[src/rtl/uart_tx_fifo.sv]
// uart_tx_fifo: UART transmitter with baud divider and input FIFO.
// Runtime parity and one/two stop bits, back-to-back frames.
module uart_tx_fifo #(
    parameter int DATA_WIDTH = 8,
    parameter int FIFO_DEPTH = 8,
    parameter int DIV_WIDTH  = 16
) (
    input  logic                          CLK,
    input  logic                          RST,
    input  logic [DATA_WIDTH-1:0]         P_DATA,
    input  logic                          Data_Valid,
    output logic                          ready,
    input  logic [DIV_WIDTH-1:0]          Baud_Div,
    input  logic                          parity_enable,
    input  logic                          parity_type,
    input  logic                          two_stop,
    output logic                          TX_OUT,
    output logic                          busy,
    output logic [$clog2(FIFO_DEPTH):0]   fifo_count,
    output logic                          overflow
);

    localparam int AW = $clog2(FIFO_DEPTH);
    localparam int CW = AW + 1;
    localparam int BW = $clog2(DATA_WIDTH);

    typedef enum logic [2:0] {
        IDLE,
        START,
        DATA,
        PARITY,
        STOP
    } state_t;

    state_t state;
    state_t state_n;

    logic [DATA_WIDTH-1:0] mem [FIFO_DEPTH];
    logic [AW-1:0]         wr_ptr;
    logic [AW-1:0]         rd_ptr;
    logic [CW-1:0]         count;
    logic                  push;
    logic                  pop;
    logic                  have_word;
    logic [DATA_WIDTH-1:0] head;

    logic [DATA_WIDTH-1:0] shift_q;
    logic [DIV_WIDTH-1:0]  baud_cnt;
    logic [DIV_WIDTH-1:0]  div_q;
    logic [DIV_WIDTH-1:0]  div_eff;
    logic [BW-1:0]         bit_idx;
    logic                  stop_idx;
    logic                  par_en_q;
    logic                  par_bit_q;
    logic                  two_q;
    logic                  tx_q;
    logic                  ovf_q;

    logic                  bit_done;
    logic                  last_bit;
    logic                  last_stop;

    assign ready      = (count < CW'(FIFO_DEPTH));
    assign push       = Data_Valid && ready;
    assign have_word  = (count != '0);
    assign head       = mem[rd_ptr];
    assign fifo_count = count;
    assign overflow   = ovf_q;
    assign TX_OUT     = tx_q;
    assign busy       = (state != IDLE);

    assign div_eff   = (Baud_Div == '0) ? DIV_WIDTH'(1) : Baud_Div;
    assign bit_done  = (baud_cnt == '0);
    assign last_bit  = (bit_idx == BW'(DATA_WIDTH - 1));
    assign last_stop = !two_q || stop_idx;

    // FIFO storage: payload only, no reset needed
    always_ff @(posedge CLK) begin
        if (push) begin
            mem[wr_ptr] <= P_DATA;
        end
    end

    // FIFO pointers, occupancy and registered overflow pulse
    always_ff @(posedge CLK or posedge RST) begin
        if (RST) begin
            wr_ptr <= '0;
            rd_ptr <= '0;
            count  <= '0;
            ovf_q  <= 1'b0;
        end else begin
            if (push) begin
                wr_ptr <= wr_ptr + AW'(1);
            end
            if (pop) begin
                rd_ptr <= rd_ptr + AW'(1);
            end
            unique case ({push, pop})
                2'b10:   count <= count + CW'(1);
                2'b01:   count <= count - CW'(1);
                default: count <= count;
            endcase
            ovf_q <= Data_Valid && !ready;
        end
    end

    // Frame state register
    always_ff @(posedge CLK or posedge RST) begin
        if (RST) begin
            state <= IDLE;
        end else begin
            state <= state_n;
        end
    end

    // Next state and FIFO pop; a pop always starts a new frame
    always_comb begin
        state_n = state;
        pop     = 1'b0;
        unique case (state)
            IDLE: begin
                if (have_word) begin
                    state_n = START;
                    pop     = 1'b1;
                end
            end
            START: begin
                if (bit_done) begin
                    state_n = DATA;
                end
            end
            DATA: begin
                if (bit_done && last_bit) begin
                    state_n = par_en_q ? PARITY : STOP;
                end
            end
            PARITY: begin
                if (bit_done) begin
                    state_n = STOP;
                end
            end
            STOP: begin
                if (bit_done && last_stop) begin
                    if (have_word) begin
                        state_n = START;
                        pop     = 1'b1;
                    end else begin
                        state_n = IDLE;
                    end
                end
            end
            default: begin
                state_n = IDLE;
            end
        endcase
    end

    // Bit timer, shifter, latched frame options and registered line
    always_ff @(posedge CLK or posedge RST) begin
        if (RST) begin
            shift_q   <= '0;
            baud_cnt  <= '0;
            div_q     <= DIV_WIDTH'(1);
            bit_idx   <= '0;
            stop_idx  <= 1'b0;
            par_en_q  <= 1'b0;
            par_bit_q <= 1'b0;
            two_q     <= 1'b0;
            tx_q      <= 1'b1;
        end else if (pop) begin
            shift_q   <= head;
            div_q     <= div_eff;
            baud_cnt  <= div_eff - DIV_WIDTH'(1);
            par_en_q  <= parity_enable;
            two_q     <= two_stop;
            par_bit_q <= (^head) ^ parity_type;
            bit_idx   <= '0;
            stop_idx  <= 1'b0;
            tx_q      <= 1'b0;
        end else if (state == IDLE) begin
            baud_cnt <= '0;
            tx_q     <= 1'b1;
        end else if (!bit_done) begin
            baud_cnt <= baud_cnt - DIV_WIDTH'(1);
        end else begin
            baud_cnt <= div_q - DIV_WIDTH'(1);
            unique case (state)
                START: begin
                    tx_q <= shift_q[0];
                end
                DATA: begin
                    if (last_bit) begin
                        tx_q     <= par_en_q ? par_bit_q : 1'b1;
                        stop_idx <= 1'b0;
                    end else begin
                        shift_q <= shift_q >> 1;
                        tx_q    <= shift_q[1];
                        bit_idx <= bit_idx + BW'(1);
                    end
                end
                PARITY: begin
                    tx_q <= 1'b1;
                end
                STOP: begin
                    stop_idx <= 1'b1;
                    tx_q     <= 1'b1;
                end
                default: begin
                    tx_q <= 1'b1;
                end
            endcase
        end
    end

endmodule

[config.mk]
export PLATFORM = sky130hd
export DESIGN_NAME = uart_tx_fifo
export DESIGN_NICKNAME = d
export VERILOG_FILES = /design/src/rtl/uart_tx_fifo.sv
export SDC_FILE = /design/constraint.sdc
export NUM_CORES = 1
export LEC_CHECK = 0
export BUFFER_PORTS_ARGS = -buffer_cell sky130_fd_sc_hd__clkbuf_2
export CORE_ASPECT_RATIO = 1.75
export CORE_MARGIN = 3
export CORE_UTILIZATION = 51
export CTS_CLUSTER_SIZE = 10
export DETAILED_ROUTE_END_ITERATION = 6
export PLACE_DENSITY = 0.69
export SLEW_MARGIN = 0
export SYNTH_ARGS = -nofsm -noshare
export SYNTH_HDL_FRONTEND = slang
export SYNTH_SLANG_ARGS = --single-unit
[constraint.sdc]
create_clock -name CLK -period 9.7 [get_ports CLK]
set_clock_uncertainty 0.1 [all_clocks]
set_input_delay 0.97 -clock CLK [delete_from_list [all_inputs] [get_ports CLK]]
set_output_delay 0.97 -clock CLK [all_outputs]
set_load 0.005 [all_outputs]
==> Word level (Yosys, flattened, before mapping) <==
Memories as Yosys holds them, arrays and structs flattened.
Cells that the tools add are included.
{ "op_classes": {"add_sub_neg": 8, "n_mul": 0, "div": 0, "order_cmp": 1, "n_eq_ne": 15, "shifts": 0, "n_mux": 39, "bitwise": 1, "n_reduce_logical": 21} }
{ "op_table": {"columns": ["op", "count"], "rows": [
  ["two-way mux 16 bit", 4],
  ["subtractor 16 x 1 -> 16 bit (second input constant)", 3],
  ["two-way mux 8 bit", 5],
  ["two-way mux 3 bit", 11],
  ["zero test 16 bit", 2],
  ["case mux 3 bit (5 select lines)", 1],
  ["two-way mux 1 bit", 14],
  ["!= test 2 bit (second input constant)", 7],
  ["adder 3 x 1 -> 3 bit (second input constant)", 3],
  ["nonzero test 3 bit", 3],
  ["case mux 4 bit (2 select lines)", 1],
  ["AND reduction 4 bit", 2],
  ["parity 8 bit", 1],
  ["equality test 3 x 2 -> 1 bit (second input constant)", 2],
  ["equality test 3 bit (second input constant)", 2],
  ["case mux 1 bit (2 select lines)", 3],
  ["nonzero test 2 bit", 3],
  ["AND reduction 5 bit", 1],
  ["adder 4 x 1 -> 4 bit (second input constant)", 1],
  ["logical AND 1 bit", 4],
  ["less-than comparator 4 bit (second input constant)", 1],
  ["nonzero test 4 bit", 1],
  ["subtractor 4 x 1 -> 4 bit (second input constant)", 1],
  ["equality test 3 x 1 -> 1 bit (second input constant)", 1],
  ["7 further kinds", 8]
]} }
{ "totals": {"register_bits": 62, "latchBits": 0, "mem_bits_rw": 64, "romBits": 0, "output_inout_bits": 8, "elab_cells": 100, "n_memories": 1} }
{ "mem_list": {"columns": ["name", "depth", "width", "read_ports", "rd_clocked_by_memory_dff", "write_ports", "line_no", "rtl"], "rows": [
  ["mem", 8, 8, 1, 0, 1, "38", "logic [DATA_WIDTH-1:0] mem [FIFO_DEPTH];"]
]} }

==> Depth between registers and ports, before layout <==
Gate-level depths: netlist of the first run.
{ "depth": {"ltp_word": 7, "depth_mapped": 15} }

==> Worst setup path before layout of the first run <==
Ideal clock, no wire load.
{ "synth_path": {"path_kind": "input to register", "startpoint": "input port Baud_Div[12]", "endpoint": "register baud_cnt[12]", "setup_ps": 138, "arrival_ps": 2912, "setup_slack_ps": 6550, "path_stages": 9, "n_path_buf": 0, "cell_sequence": "or4_1 > or4_1 > nor3_2 > a31oi_1 > ha_1 > nand3_1 > nor4_1 > xnor2_1 > o22ai_1"} }
{ "synth_between": {"elab_chain_len": 4} }
{ "synth_lines": {"columns": ["item", "line_no", "rtl"], "rows": [
  ["start, declared", "13", "input logic [DIV_WIDTH-1:0] Baud_Div,"],
  ["zero test 16 bit", "72", "assign div_eff = (Baud_Div == '0) ? DIV_WIDTH'(1) : Baud_Div;"],
  ["two-way mux 16 bit *", "72", null],
  ["subtractor 16 x 1 -> 16 bit *", "173", "baud_cnt <= div_eff - DIV_WIDTH'(1);"],
  ["two-way mux 16 bit *", "170", "end else if (pop) begin"],
  ["end signal, assigned", "173", null],
  ["end signal, assigned", "184", "baud_cnt <= baud_cnt - DIV_WIDTH'(1);"],
  ["end signal, assigned", "186", "baud_cnt <= div_q - DIV_WIDTH'(1);"],
  ["end, declared", "48", "logic [DIV_WIDTH-1:0] baud_cnt;"]
]} }
Mark *: on every way between the ends. The rest lies on a longest branch, timed or not.
A chain may end at the register's enable or synchronous reset.

==> Worst setup path after layout of the first run <==
{ "layout_path": {"startpoint": "register baud_cnt[11]", "endpoint": "register count[2], in the netlist fifo_count[2]"} }
{ "layout_between": {"elab_chain_len": 6} }
{ "layout_lines": {"columns": ["item", "line_no", "rtl"], "rows": [
  ["zero test 16 bit *", "73", "assign bit_done = (baud_cnt == '0);"],
  ["logical AND 1 bit *", "143", "if (bit_done && last_stop) begin"],
  ["two-way mux 1 bit *", "143", null],
  ["case mux 1 bit (2 select lines) *", "120", "unique case (state)"],
  ["equality test 2 x 1 -> 1 bit or equality test 2 bit (tied branches)", "98", "unique case ({push, pop})"],
  ["case mux 4 bit (2 select lines) or nonzero test 2 bit (tied branches)", null, null],
  ["end signal, assigned", "99", "2'b10: count <= count + CW'(1);"],
  ["end signal, assigned", "100", "2'b01: count <= count - CW'(1);"],
  ["end signal, assigned", "101", "default: count <= count;"],
  ["end, declared", "41", "logic [CW-1:0] count;"]
]} }
Marked as above.

==> results of run 1 <==
[area by class of cell]
cell class	instances	area (um^2)	area share
clock buffer	17	425	0.0606
clock inverter	15	183	0.0260
inverter	10	37.5	0.00535
multi-input combinational	350	2520	0.359
sequential	126	3480	0.495
tap	135	169	0.0241
timing repair buffer	40	208	0.0296
[kinds of logic (layout without fill, tap and decap cells)]
| family | Yosys count | in the layout | synth area share |
|---|---|---|---|
| adders and majority gates | 9 | 9 | 0.0184 |
| AOI/OAI and AO/OA | 91 | 91 | 0.102 |
| buffers and inverters | 32 | 82 | 0.0269 |
| xor gates and xnor gates | 37 | 37 | 0.0551 |
| DFF | 126 | 126 | 0.566 |
| muxes | 30 | 30 | 0.0905 |
| and+or+nand+nor | 183 | 183 | 0.141 |
[path summary, 6_finish.rpt]
check / start / endpoint / slack (ns) / cells after the start
worst min register to register: two_q$_DFFE_PP0N_ / two_q$_DFFE_PP0N_ / 0.38 / 2
worst max register to register: baud_cnt[11]$_DFF_PP0_ / fifo_count[2]$_DFFE_PP0P_ / 5.57 / 12
max in group asynchronous: RST / two_q$_DFFE_PP0N_ / 8.33 / 3
worst min-delay path: two_q$_DFFE_PP0N_ / two_q$_DFFE_PP0N_ / 0.38 / 2
min in group asynchronous: RST / fifo_count[0]$_DFFE_PP0P_ / 0.65 / 3
worst max-delay path: baud_cnt[11]$_DFF_PP0_ / fifo_count[2]$_DFFE_PP0P_ / 5.57 / 12
[metal layers]
metal  global-route usage  routed length [um]  up-vias
met5                    0                   0        -
met4               0.0991                 361        0
met3               0.0446                 414       25
met2                0.396                7620       82
met1                0.232                4880     2020
li1                     -                   -     1972
[cells in the mapped netlist (3+ instances only)]
| cell | instances | share of area |
|---|---|---|
| mux4_1 | 10 | 0.043 |
| buf_2 | 8 | 0.0065 |
| mux4_2 | 6 | 0.022 |
| and2_1 | 3 | 0.0031 |
| or3_1 | 6 | 0.0061 |
| a21oi_1 | 25 | 0.020 |
| edfxtp_1 | 64 | 0.31 |
| nor4_1 | 6 | 0.0061 |
| a221o_1 | 6 | 0.0098 |
| buf_4 | 3 | 0.0037 |
| nand3_1 | 9 | 0.0073 |
| o21ai_0 | 10 | 0.0082 |
| ha_1 | 9 | 0.018 |
| inv_1 | 9 | 0.0055 |
| nor3b_1 | 4 | 0.0049 |
| nor3_1 | 16 | 0.013 |
| clkbuf_1 | 8 | 0.0049 |
| o21a_1 | 4 | 0.0049 |
| a31oi_1 | 7 | 0.0071 |
| nor2b_1 | 3 | 0.0031 |
| a211oi_1 | 5 | 0.0061 |
| nand2_1 | 80 | 0.049 |
| dfrtp_1 | 60 | 0.24 |
| nor2_1 | 39 | 0.024 |
| xnor2_1 | 24 | 0.034 |
| xor2_1 | 12 | 0.017 |
| o22ai_1 | 12 | 0.012 |
| a311oi_1 | 4 | 0.0057 |
| mux2i_1 | 11 | 0.018 |
[critical path, stage by stage (launching register included)]
cell and delay (ns):
dfrtp_1 0.41, nor4_1 0.44, nand2_1 0.28, o31ai_4 0.38
nand2_2 0.53, inv_2 0.65, ha_1 0.40, xor2_1 0.12
ha_1 0.19, a21oi_1 0.14, xor2_1 0.16, nor2_1 0.07
xor2_1 0.14
[state kept, by name, summed over array words and instances (netlist names)]
name        flops
div_q          16
state           3
two_q           1
fifo_count      4
stop_idx        1
TX_OUT          1
wr_ptr          3
baud_cnt       16
rd_ptr          3
overflow        1
shift_q         8
mem            64
bit_idx         3
par_bit_q       1
par_en_q        1
[power breakdown]
group	switching [uW]	internal (uW)
sequential	192	714
combinational	422	386
clock	238	408
[through the flow]
stage / hold WS [ns] / setup slack, ns / util / total power (uW) / instances
after floorplan: 0.338 / 6.55 / - / 1540 / 508
after global placement: 0.371 / 5.65 / 0.550 / 1700 / 661
after detailed placement: 0.372 / 5.52 / 0.550 / 1730 / 661
after CTS: 0.386 / 5.52 / 0.603 / 2380 / 693
after global routing: 0.405 / 5.09 / 0.603 / 2510 / 693
final: 0.378 / 5.57 / 0.603 / 2360 / 693
==> results_dict.tcl, run 1 <==
set metrics [dict create \
    worst_slew_pin_slew_ns 1.01 \
    die_h_um 151 \
    slew_violations 0 \
    die-area_um2 13400 \
    yosys.cell_types.count 66 \
    grt-ovfl-total 0 \
    antenna_left 0 \
    drc 0 \
    relSlewSlack 0.325 \
    grt_pass1_vias 4317 \
    cts_tree "yes" \
    area_delta_synth_final_pct 14.4 \
    drt_first_pass_iters 4 \
    rsz0062_at_grt "false" \
    synth_cells 508 \
    start_util 0.527 \
    first_iter_violations 194 \
    ir_drop_mv 0.229 \
    hold_path.class "flop to flop" \
    post-cts-setup-buffer-count 0 \
    gp_congestion 0.832 \
    io_pins 38 \
    wl_per_cell_um 19.2 \
    vias 4099 \
    status "complete, no violations" \
    cts_hold_buf 0 \
    die_width_um 88.9 \
    cts-root-buf "clkbuf_16" \
    nNetsFinal 584 \
    groute.usage.overall 0.217 \
    detailed_place_hpwl_um 9330 \
    synthFlopType "edfxtp_1" \
    layout_commonest_cell "nand2_1" \
    total_leakage_power_uw 0.00277 \
    final_cell_mix "80 x nand2_1, 64 x edfxtp_1, 60 x dfrtp_1" \
    avgSynthCellArea_um2 12.1 \
    avgViaCountPerCell 5.91 \
    core_um2 11600 \
    io_buffer_count 37 \
    cap_violations 0 \
    design_area_um2 7020 \
    crit_path_end_kind "flop" \
    numCtsBuffers 17 \
    fp-row-count 52 \
    dpl_cell_area_um2 6410 \
    fmax_mhz 242 \
    clkSinkCount 126 \
    fill_cells 923 \
    finalWirelength_um 13300 \
    synth-seq-cells 126 \
    clk_pin_slew_worst_paths_ns 0.06 \
    critPathKind "flop to flop" \
    setup_violations 0 \
    final_layout_size_suffix_gt1_frac 0.174 \
    ys_async_sr_fraction 0.492 \
    synth_edf_count 64 \
    clock_path_buffers 2 \
    grt_pass1_wl_um 21500 \
    ctsResizeCount 0 \
    syn-cell-area_um2 6140 \
    cts.htree.levels 4 \
    diodes 0 \
    ys.warnings.count 0 \
    ys_seq_area_frac 0.566 \
    arrival_ns 4.33 \
    worstPathMaxFanout 46 \
    hold_viol_final 0 \
    fin_setup_tns_ns 0 \
    synth_nets 547 \
    start_kind "flop" \
    powerDensity_nw_per_um2 336 \
    insertion_delay_ns 0.41 \
    fin_crit_ns 4.13 \
    grt_max_degree 63 \
    worstPathRequired_ns 9.89 \
    min_period_over_period 0.426 \
    antenna_found_initial 0 \
]
Power figures use the tool's default switching activity.
==> run 2, diff against run 1 <==
==> constraint.sdc (replaced) <==
create_clock -name CLK -period 4.2 [get_ports CLK]
set_clock_uncertainty 0.1 [all_clocks]
set_input_delay 0.42 -clock CLK [delete_from_list [all_inputs] [get_ports CLK]]
set_output_delay 0.42 -clock CLK [all_outputs]
set_load 0.005 [all_outputs]
==> run 2 against run 1 <==
  * Maximum frequency up 24%
  * Sequential power up 130%
  * Total power up 130%
  * Non-clock buffer count up 4
  * Sequential cell count unchanged
  * Critical path depth down 1
  * Combinational power up 150%
  * Setup slack worse by 4.7 ns
  * Global-route usage up 0.99 points
  * Core utilization up 0.18 points
  * Largest cell class unchanged
==> results_dict.tcl, run 2 (synthesized netlist as in run 1, its figures left out) <==
set metrics [dict create \
    layout_commonest_cell "nand2_1" \
    die_h_um 151 \
    clkSinkCount 126 \
    nNetsFinal 588 \
    relSlewSlack 0.370 \
    first_iter_violations 238 \
    start_util 0.527 \
    p_sw_uw 2090 \
    holdPathStages 2 \
    core_um2 11600 \
    cts.htree.levels 4 \
    post-cts-setup-buffer-count 0 \
    combPwrFrac 0.360 \
    powerDensity_nw_per_um2 781 \
    die-area_um2 13400 \
    insertion_delay_ns 0.42 \
    avgViaCountPerCell 6.17 \
    fp-row-count 52 \
    worstSetupStartpoint "baud_cnt[11]$_DFF_PP0_" \
    netSwitchingFraction 0.380 \
    whs_ns 0.130 \
    cts_tree "yes" \
    hold_viol_final 0 \
    area_delta_synth_final_pct 14.7 \
    crit_path_end_kind "flop" \
    io_pins 38 \
    cap_violations 0 \
    drt_first_pass_iters 5 \
    wl_per_cell_um 19.9 \
    drc 0 \
    reg2reg_from "baud_cnt[11]$_DFF_PP0_" \
    grt-ovfl-total 0 \
    worstPathMaxFanout 30 \
    largest_register_ffs 64 \
    rsz0062_at_grt "false" \
    antenna_left 0 \
    design_area_um2 7040 \
    vias 4303 \
    worst_slew_pin_slew_ns 0.940 \
    critPathKind "flop to flop" \
    grt_max_degree 46 \
    clock_path_buffers 2 \
    hold_path.class "primary input to flop" \
    die_width_um 88.9 \
    final_layout_size_suffix_gt1_frac 0.180 \
    gp_congestion 0.927 \
    status "complete, no violations" \
    slew_violations 0 \
    total_leakage_power_uw 0.00277 \
    arrival_ns 3.54 \
    setup_violations 0 \
    fill_cells 924 \
    clkPwrFrac 0.267 \
    p_total_uw 5500 \
    reg_top3 "mem x64, baud_cnt x16, div_q x16" \
    grt_pass1_vias 4491 \
    dpl_cell_area_um2 6430 \
    reg2reg_slack_ns 0.85 \
    grt_pass1_wl_um 22500 \
    detailed_place_hpwl_um 9640 \
    start_kind "flop" \
    groute.usage.overall 0.227 \
    finalWirelength_um 13900 \
    clk_pin_slew_worst_paths_ns 0.06 \
    fin_setup_tns_ns 0 \
    fin_crit_ns 3.35 \
    p_seq_frac 0.372 \
    top_register "mem" \
    numCtsBuffers 17 \
    io_buffer_count 37 \
    power.internal_uw 3410 \
    worstPathRequired_ns 4.40 \
    cts-root-buf "clkbuf_16" \
    timing.rr.end "fifo_count[3]$_DFFE_PP0P_" \
    ir_drop_mv 0.547 \
    antenna_found_initial 0 \
    fmax_mhz 299 \
    ctsResizeCount 0 \
    endpoint "fifo_count[3]$_DFFE_PP0P_" \
    rr_worst_depth 11 \
    final_cell_mix "80 x nand2_1, 64 x edfxtp_1, 60 x dfrtp_1" \
    diodes 0 \
    min_period_over_period 0.797 \
]
==> run 2: cell types whose count changed in the layout (fill, tap and decap cells not counted), moves of 2 or more <==
cell and change:
clkinv_2 -2, buf_4 +3, bufinv_16 -2, inv_8 +5, inv_6 -2
==> run 2: what timing repair did <==
action,4_1_cts,5_1_grt
hold buffers,1,0
endpoints found under the setup margin,0,0
endpoints found under the hold margin,22,0
==> run 2: power groups by stage <==
stage               sequential, uW  clock [uW]  combinational [uW]
detailed placement            2050           0                1990
finish                        2050        1470                1980
floorplan                     1880           0                1670
global route                  2100        1540                2180
CTS                           2040        1490                1990
global placement              2040           0                1920
==> run 2: worst max-delay path, stage by stage (launching register included) <==
cell and delay [ns]:
dfrtp_1 0.41, nor4_1 0.54, nand2_1 0.28, o31ai_4 0.39, nand2_2 0.10, inv_2 0.09, buf_4 0.33, ha_1 0.28
mux2i_1 0.10, a222oi_1 0.36, nor2_1 0.11, xnor2_1 0.14
==> run 2: worst min path at each step <==
stage	from	end	slack, ns
floorplan	two_q$_DFFE_PP0N_	two_q$_DFFE_PP0N_	0.34
global placement	two_q$_DFFE_PP0N_	two_q$_DFFE_PP0N_	0.37
detailed placement	two_q$_DFFE_PP0N_	two_q$_DFFE_PP0N_	0.37
CTS	parity_enable	par_en_q$_DFFE_PP0N_	0.11
global route	Data_Valid	overflow$_DFF_PP0_	0.14
finish	Data_Valid	overflow$_DFF_PP0_	0.13
==> run 2: per-stage QoR <==
| stage | util | setup WS (ns) | cells |
|---|---|---|---|
| 3_3_place_gp | 0.552 | 0.980 | 664 |
| 5_1_grt | 0.604 | 0.712 | 697 |
| 3_5_place_dp | 0.552 | 0.906 | 664 |
| 2_1_floorplan | - | 1.06 | 508 |
| 6_report | 0.604 | 0.855 | 697 |
| 4_1_cts | 0.604 | 0.893 | 697 |
==> run 2: per-layer routing <==
metal	wire [um]	share of wire	vias up	GRT usage
li1	-	-	1978	-
met1	4920	0.36	2121	0.236
met2	7870	0.57	162	0.416
met3	577	0.042	42	0.0348
met4	488	0.035	0	0.129
met5	0	0	-	0
==> run 2: layout make-up <==
class                           count  area [um^2]  share of cell area
Clock buffer                       17          425              0.0604
Clock inverter                     15          171              0.0244
Inverter                           10         37.5             0.00533
Multi-Input combinational cell    350         2520               0.358
Sequential cell                   126         3480               0.494
Tap cell                          135          169              0.0240
Timing Repair Buffer               44          240              0.0341
